## src/rtl/smi_arbiter.sv

```systemverilog
// Round-robin arbiter that funnels three SMI (MDIO) requesters into a single SMI engine.
// Optional WAIT-state timeout is compiled in with `define SMI_ARB_TIMEOUT_EN.
module smi_arbiter #(
    parameter logic [31:0] TIMEOUT_CYCLES = 32'd200_000
) (
    input  logic        clk,
    input  logic        rst,
    input  logic [2:0]  req,
    input  logic [2:0]  wr,
    input  logic [14:0] phy_addr_in,
    input  logic [14:0] reg_addr_in,
    input  logic [47:0] wdata_in,
    output logic [2:0]  ack,
    output logic [15:0] rdata,
    output logic        err,
    output logic        busy,
    output logic [4:0]  smi_phy_addr,
    output logic [4:0]  smi_reg_addr,
    output logic [15:0] smi_write_data,
    output logic        smi_write_req,
    output logic        smi_read_req,
    input  logic [15:0] smi_read_data,
    input  logic        smi_data_valid,
    input  logic        smi_done
);

    typedef enum logic [1:0] {
        IDLE  = 2'd0,
        ISSUE = 2'd1,
        WAIT  = 2'd2,
        RESP  = 2'd3
    } state_t;

    state_t      state_q, state_d;
    logic [1:0]  gnt_q, gnt_d;
    logic [1:0]  last_gnt_q, last_gnt_d;
    logic        wr_q, wr_d;
    logic [4:0]  phy_q, phy_d;
    logic [4:0]  reg_q, reg_d;
    logic [15:0] wdata_q, wdata_d;
    logic [15:0] rdata_q, rdata_d;
    logic [1:0]  pick;

`ifdef SMI_ARB_TIMEOUT_EN
    logic        err_q, err_d;
    logic [31:0] cnt_q, cnt_d;
`else
    logic        unused_timeout;
    assign unused_timeout = ^TIMEOUT_CYCLES;
`endif

    // First requester found after the last winner, wrapping 2 -> 0.
    function automatic logic [1:0] rr_next(input logic [1:0] last, input logic [2:0] r);
        logic [1:0] c;
        logic       found;
        c       = last;
        found   = 1'b0;
        rr_next = 2'd0;
        for (int k = 0; k < 3; k++) begin
            c = (c == 2'd2) ? 2'd0 : c + 2'd1;
            if (!found && r[c]) begin
                found   = 1'b1;
                rr_next = c;
            end
        end
    endfunction

    assign pick = rr_next(last_gnt_q, req);

    always_comb begin
        // NOTE: every variable gets its hold value first so no path leaves one unassigned (no latches).
        state_d    = state_q;
        gnt_d      = gnt_q;
        last_gnt_d = last_gnt_q;
        wr_d       = wr_q;
        phy_d      = phy_q;
        reg_d      = reg_q;
        wdata_d    = wdata_q;
        rdata_d    = rdata_q;
`ifdef SMI_ARB_TIMEOUT_EN
        err_d      = err_q;
        cnt_d      = '0;
`endif
        case (state_q)
            IDLE: begin
                if (|req) begin
                    gnt_d      = pick;
                    last_gnt_d = pick;
                    wr_d       = wr[pick];
                    phy_d      = phy_addr_in[5*int'(pick) +: 5];
                    reg_d      = reg_addr_in[5*int'(pick) +: 5];
                    wdata_d    = wdata_in[16*int'(pick) +: 16];
                    rdata_d    = 16'h0000;
`ifdef SMI_ARB_TIMEOUT_EN
                    err_d      = 1'b0;
`endif
                    state_d    = ISSUE;
                end
            end
            ISSUE: state_d = WAIT;
            WAIT: begin
                // Writes never take read data, so they always report 16'h0000.
                if (smi_data_valid && !wr_q) rdata_d = smi_read_data;
`ifdef SMI_ARB_TIMEOUT_EN
                cnt_d = cnt_q + 32'd1;
                if (smi_done) begin
                    state_d = RESP;
                end else if (cnt_q == TIMEOUT_CYCLES - 32'd1) begin
                    state_d = RESP;
                    err_d   = 1'b1;
                    rdata_d = 16'hFFFF;
                end
`else
                if (smi_done) state_d = RESP;
`endif
            end
            RESP:    state_d = IDLE;
            default: state_d = IDLE;
        endcase
    end

    always_ff @(posedge clk or posedge rst) begin
        if (rst) begin
            state_q    <= IDLE;
            gnt_q      <= 2'd0;
            last_gnt_q <= 2'd2;
            wr_q       <= 1'b0;
            phy_q      <= '0;
            reg_q      <= '0;
            wdata_q    <= '0;
            rdata_q    <= '0;
`ifdef SMI_ARB_TIMEOUT_EN
            err_q      <= 1'b0;
            cnt_q      <= '0;
`endif
        end else begin
            // NOTE: non-blocking assignments so every flop samples pre-edge values.
            state_q    <= state_d;
            gnt_q      <= gnt_d;
            last_gnt_q <= last_gnt_d;
            wr_q       <= wr_d;
            phy_q      <= phy_d;
            reg_q      <= reg_d;
            wdata_q    <= wdata_d;
            rdata_q    <= rdata_d;
`ifdef SMI_ARB_TIMEOUT_EN
            err_q      <= err_d;
            cnt_q      <= cnt_d;
`endif
        end
    end

    always_comb begin
        ack = 3'b000;
        if (state_q == RESP) ack[gnt_q] = 1'b1;
    end

    assign busy           = (state_q != IDLE);
    assign smi_read_req   = (state_q == ISSUE) && !wr_q;
    assign smi_write_req  = (state_q == ISSUE) && wr_q;
    assign smi_phy_addr   = phy_q;
    assign smi_reg_addr   = reg_q;
    assign smi_write_data = wdata_q;
    assign rdata          = rdata_q;
`ifdef SMI_ARB_TIMEOUT_EN
    assign err            = err_q;
`else
    assign err            = 1'b0;
`endif

endmodule

```

## config.mk

```make
export PLATFORM = sky130hd
export DESIGN_NAME = smi_arbiter
export DESIGN_NICKNAME = d
export VERILOG_FILES = /design/src/rtl/smi_arbiter.sv
export SDC_FILE = /design/constraint.sdc
export NUM_CORES = 1
export LEC_CHECK = 0
export ABC_AREA = 1
export CORE_ASPECT_RATIO = 1.75
export CORE_UTILIZATION = 41
export DETAILED_ROUTE_END_ITERATION = 12
export PLACE_DENSITY_LB_ADDON = 0.15
export SETUP_SLACK_MARGIN = 0.15
export SLEW_MARGIN = 20
export SYNTH_ARGS = -nofsm -noshare
export SYNTH_HDL_FRONTEND = slang
export SYNTH_SLANG_ARGS = --single-unit
```

## constraint.sdc

```tcl
create_clock -name clk -period 4.6 [get_ports clk]
set_input_delay 0.92 -clock clk [delete_from_list [all_inputs] [get_ports clk]]
set_output_delay 0.92 -clock clk [all_outputs]
set_load 0.005 [all_outputs]
```

==> results.json <==
{
  "worstPathRequired_ns": 4.77,
  "ant_nets": 0,
  "placed_area_sq_mm": 0.00493,
  "port_buffers": 151,
  "worst_pin_slew_ns": 0.834,
  "yosysTopAreaCell": "dfrtp_1",
  "synth_top_cell_area_share": 0.338,
  "crit_arrival_ns": 3.25,
  "rows": 44,
  "cts_setup_buffers": 0,
  "synth-seq-area-share": 0.346,
  "critical_path_class": "in -> reg",
  "first_pass_iters": 6,
  "cts_hold_buffers": 0,
  "worst-path-max-fanout": 29,
  "numCtsBuffers": 5,
  "cts_resized": 0,
  "root_buffer": "clkbuf_16",
  "drv_cap": 0,
  "grt_usage": 0.217,
  "core_area_sq_mm": 0.00826,
  "leakage_uw": 0.00246,
  "clockBufferDepth": 2,
  "power.density_cell_area_mw_per_mm2": 589,
  "clock-sinks": 48,
  "avgSynthCellArea_sq_um": 7.47,
  "grt-ovfl-total": 0,
  "min_path_type": "reg -> reg",
  "clkTransAtPathRegs_ns": 0.06,
  "drtIter0Drc": 120,
  "via_per_inst": 4.87,
  "cts_tree": "built",
  "die_w_um": 71.6,
  "status": "completed",
  "vias": 3367,
  "multi_input_area_sq_mm": 0.00165,
  "ir_drop_v": 0.000309,
  "synthTopCellsByCount": "inv_1 (93), nand3_1 (70), nand2_1 (66)",
  "layout_worst_path_cycle_share": 0.668,
  "max_freq_mhz": 325,
  "min_period_ns": 3.07,
  "start_util": 0.421,
  "area.sequential_sq_mm": 0.00120,
  "rsz0062_at_grt": "no",
  "grt_pass1_vias": 3311,
  "relSlewSlack": 0.444,
  "dp_hpwl_um": 6750,
  "die_area_sq_mm": 0.00886,
  "synthTopCellsByArea": "dfrtp_1 (34%), nand3_1 (10%), inv_1 (10%)",
  "die_y_um": 124,
  "synth_edf_count": 0,
  "fin_skew_ns": 0.00486,
  "synthArstFlopShare": 1.00,
  "final_nets": 707,
  "antenna_found_initial": 0,
  "report.final.slew_viol_count": 0,
  "drive_gt1_frac": 0.168,
  "finalSetupTns_ns": 0,
  "fillers": 774,
  "setup.worst_path.start_class": "input port",
  "hold_violations": 0,
  "antenna_cells": 0,
  "io_pins": 153,
  "gp_congestion": 0.849,
  "post-place-ws_ns": 1.22,
  "remaining_drc_errors": 0,
  "synth.most_common_cell": "inv_1",
  "timing.final.ws_setup_ns": 1.53,
  "crit_path_end_kind": "flip-flop",
  "yosysWarnings": 0,
  "ys.flop_type": "dfrtp_1",
  "grt_max_degree": 60,
  "grt_pass1_wl_um": 15000,
  "setup_viol": 0,
  "cts.htree.levels": 2,
  "ys_types": 30,
  "design_area_sq_mm": 0.00510,
  "clock_latency_ns": 0.29,
  "synth_area_sq_mm": 0.00347,
  "ys_ff_latch": 48,
  "synth_nets": 573,
  "syn2layout_area_growth_pct": 46.7,
  "total_power_uw": 3000,
  "routedWlPerCell_um": 13.5,
  "drt_wl_total_um": 9360,
  "syn-instance-count": 465
}
==> power breakdown <==
group / internal [uW] / switching [uW]
logic: 806 / 1060
registers: 608 / 114
clock network: 255 / 157
total: 1670 / 1330
==> routing by layer <==
| layer | GRT usage | wire length (um) |
|---|---|---|
| met1 | 0.228 | 3610 |
| met2 | 0.426 | 5060 |
| met3 | 0.0348 | 478 |
| met4 | 0.0797 | 207 |
| met5 | 0 | 0 |
==> critical path, stage by stage <==
cell and delay [ns]:
clkdlybuf4s50_1 0.50, inv_1 0.14, nand2_1 0.09, nand2_1 0.13, nor2_8 0.15, nand3_4 0.08
nand2_4 0.35, nand2_2 0.53, nand3_1 0.26, a21oi_1 0.09
==> kinds of logic after synthesis <==
| kind of cell | synth area share |
|---|---|
| AOI/OAI and AO/OA | 0.0951 |
| adders and majority gates | 0.0144 |
| and+or+nand+nor | 0.359 |
| other | 0.00108 |
| buffers and inverters | 0.184 |
| DFF | 0.346 |
==> sequential cells by signal, indices dropped and copies added, names as in the netlist <==
signal and count:
gnt_q 2, state_q 2, smi_reg_addr 5, smi_write_data 16, rdata 16, last_gnt_q 1, wr_q 1, smi_phy_addr 5
==> final timing paths <==
check	startpoint	endpoint	slack [ns]	cells after the start
max in group asynchronous	rst	rdata[14]	3.00	2
worst max register to register	last_gnt_q[1]	smi_write_data[6]	2.13	9
worst min-delay path	smi_write_data[1]	smi_write_data[1]	0.51	2
worst min register to register	smi_write_data[1]	smi_write_data[1]	0.51	2
min in group asynchronous	rst	rdata[8]	1.09	2
worst max-delay path	req[2]	smi_write_data[6]	1.53	10
==> through the flow <==
step / util / std cells / hold slack, ns
final: 0.617 / 692 / 0.513
after global routing: 0.617 / 692 / 0.552
after CTS: 0.617 / 692 / 0.521
after detailed placement: 0.597 / 684 / 0.506
after global placement: 0.597 / 684 / 0.496
after floorplan: - / 465 / 0.514
==> cell type report <==
class / instances / area share
Sequential cell: 48 / 0.236
Clock buffer: 5 / 0.0246
Multi-Input combinational cell: 277 / 0.324
Timing Repair Buffer: 154 / 0.301
Tap cell: 92 / 0.0226
Inverter: 113 / 0.0835
Clock inverter: 3 / 0.00835
==> layout by cell type, fill, tap and decap left out <==
cell type        synthesis  layout
clkdlybuf4s50_1          0     151
inv_1                   93      92
nand3_1                 70      70
nand2_1                 66      66
dfrtp_1                 47      47
nor2_1                  32      32
nand3_2                 32      32
o21ai_0                 20      20
inv_2                   20      20
a21oi_2                 19      19
a21oi_1                 10      10
clkbuf_16                0       5
nand2_2                  4       4
ha_1                     4       4
nor2_2                   3       3
nand2_4                  3       3
nor3_1                   3       3
buf_4                    3       3
nand4_1                  2       2
nor2_8                   2       2
nand3_4                  2       2
clkinv_2                 0       2
nor3b_2                  0       1
nand4_4                  1       1
o211ai_1                 1       1
a31oi_4                  0       1
conb_1                   1       1
bufinv_16                0       1
clkinvlp_4               0       1
dfstp_2                  1       1
No activity file was read; power rests on OpenSTA's default activity.
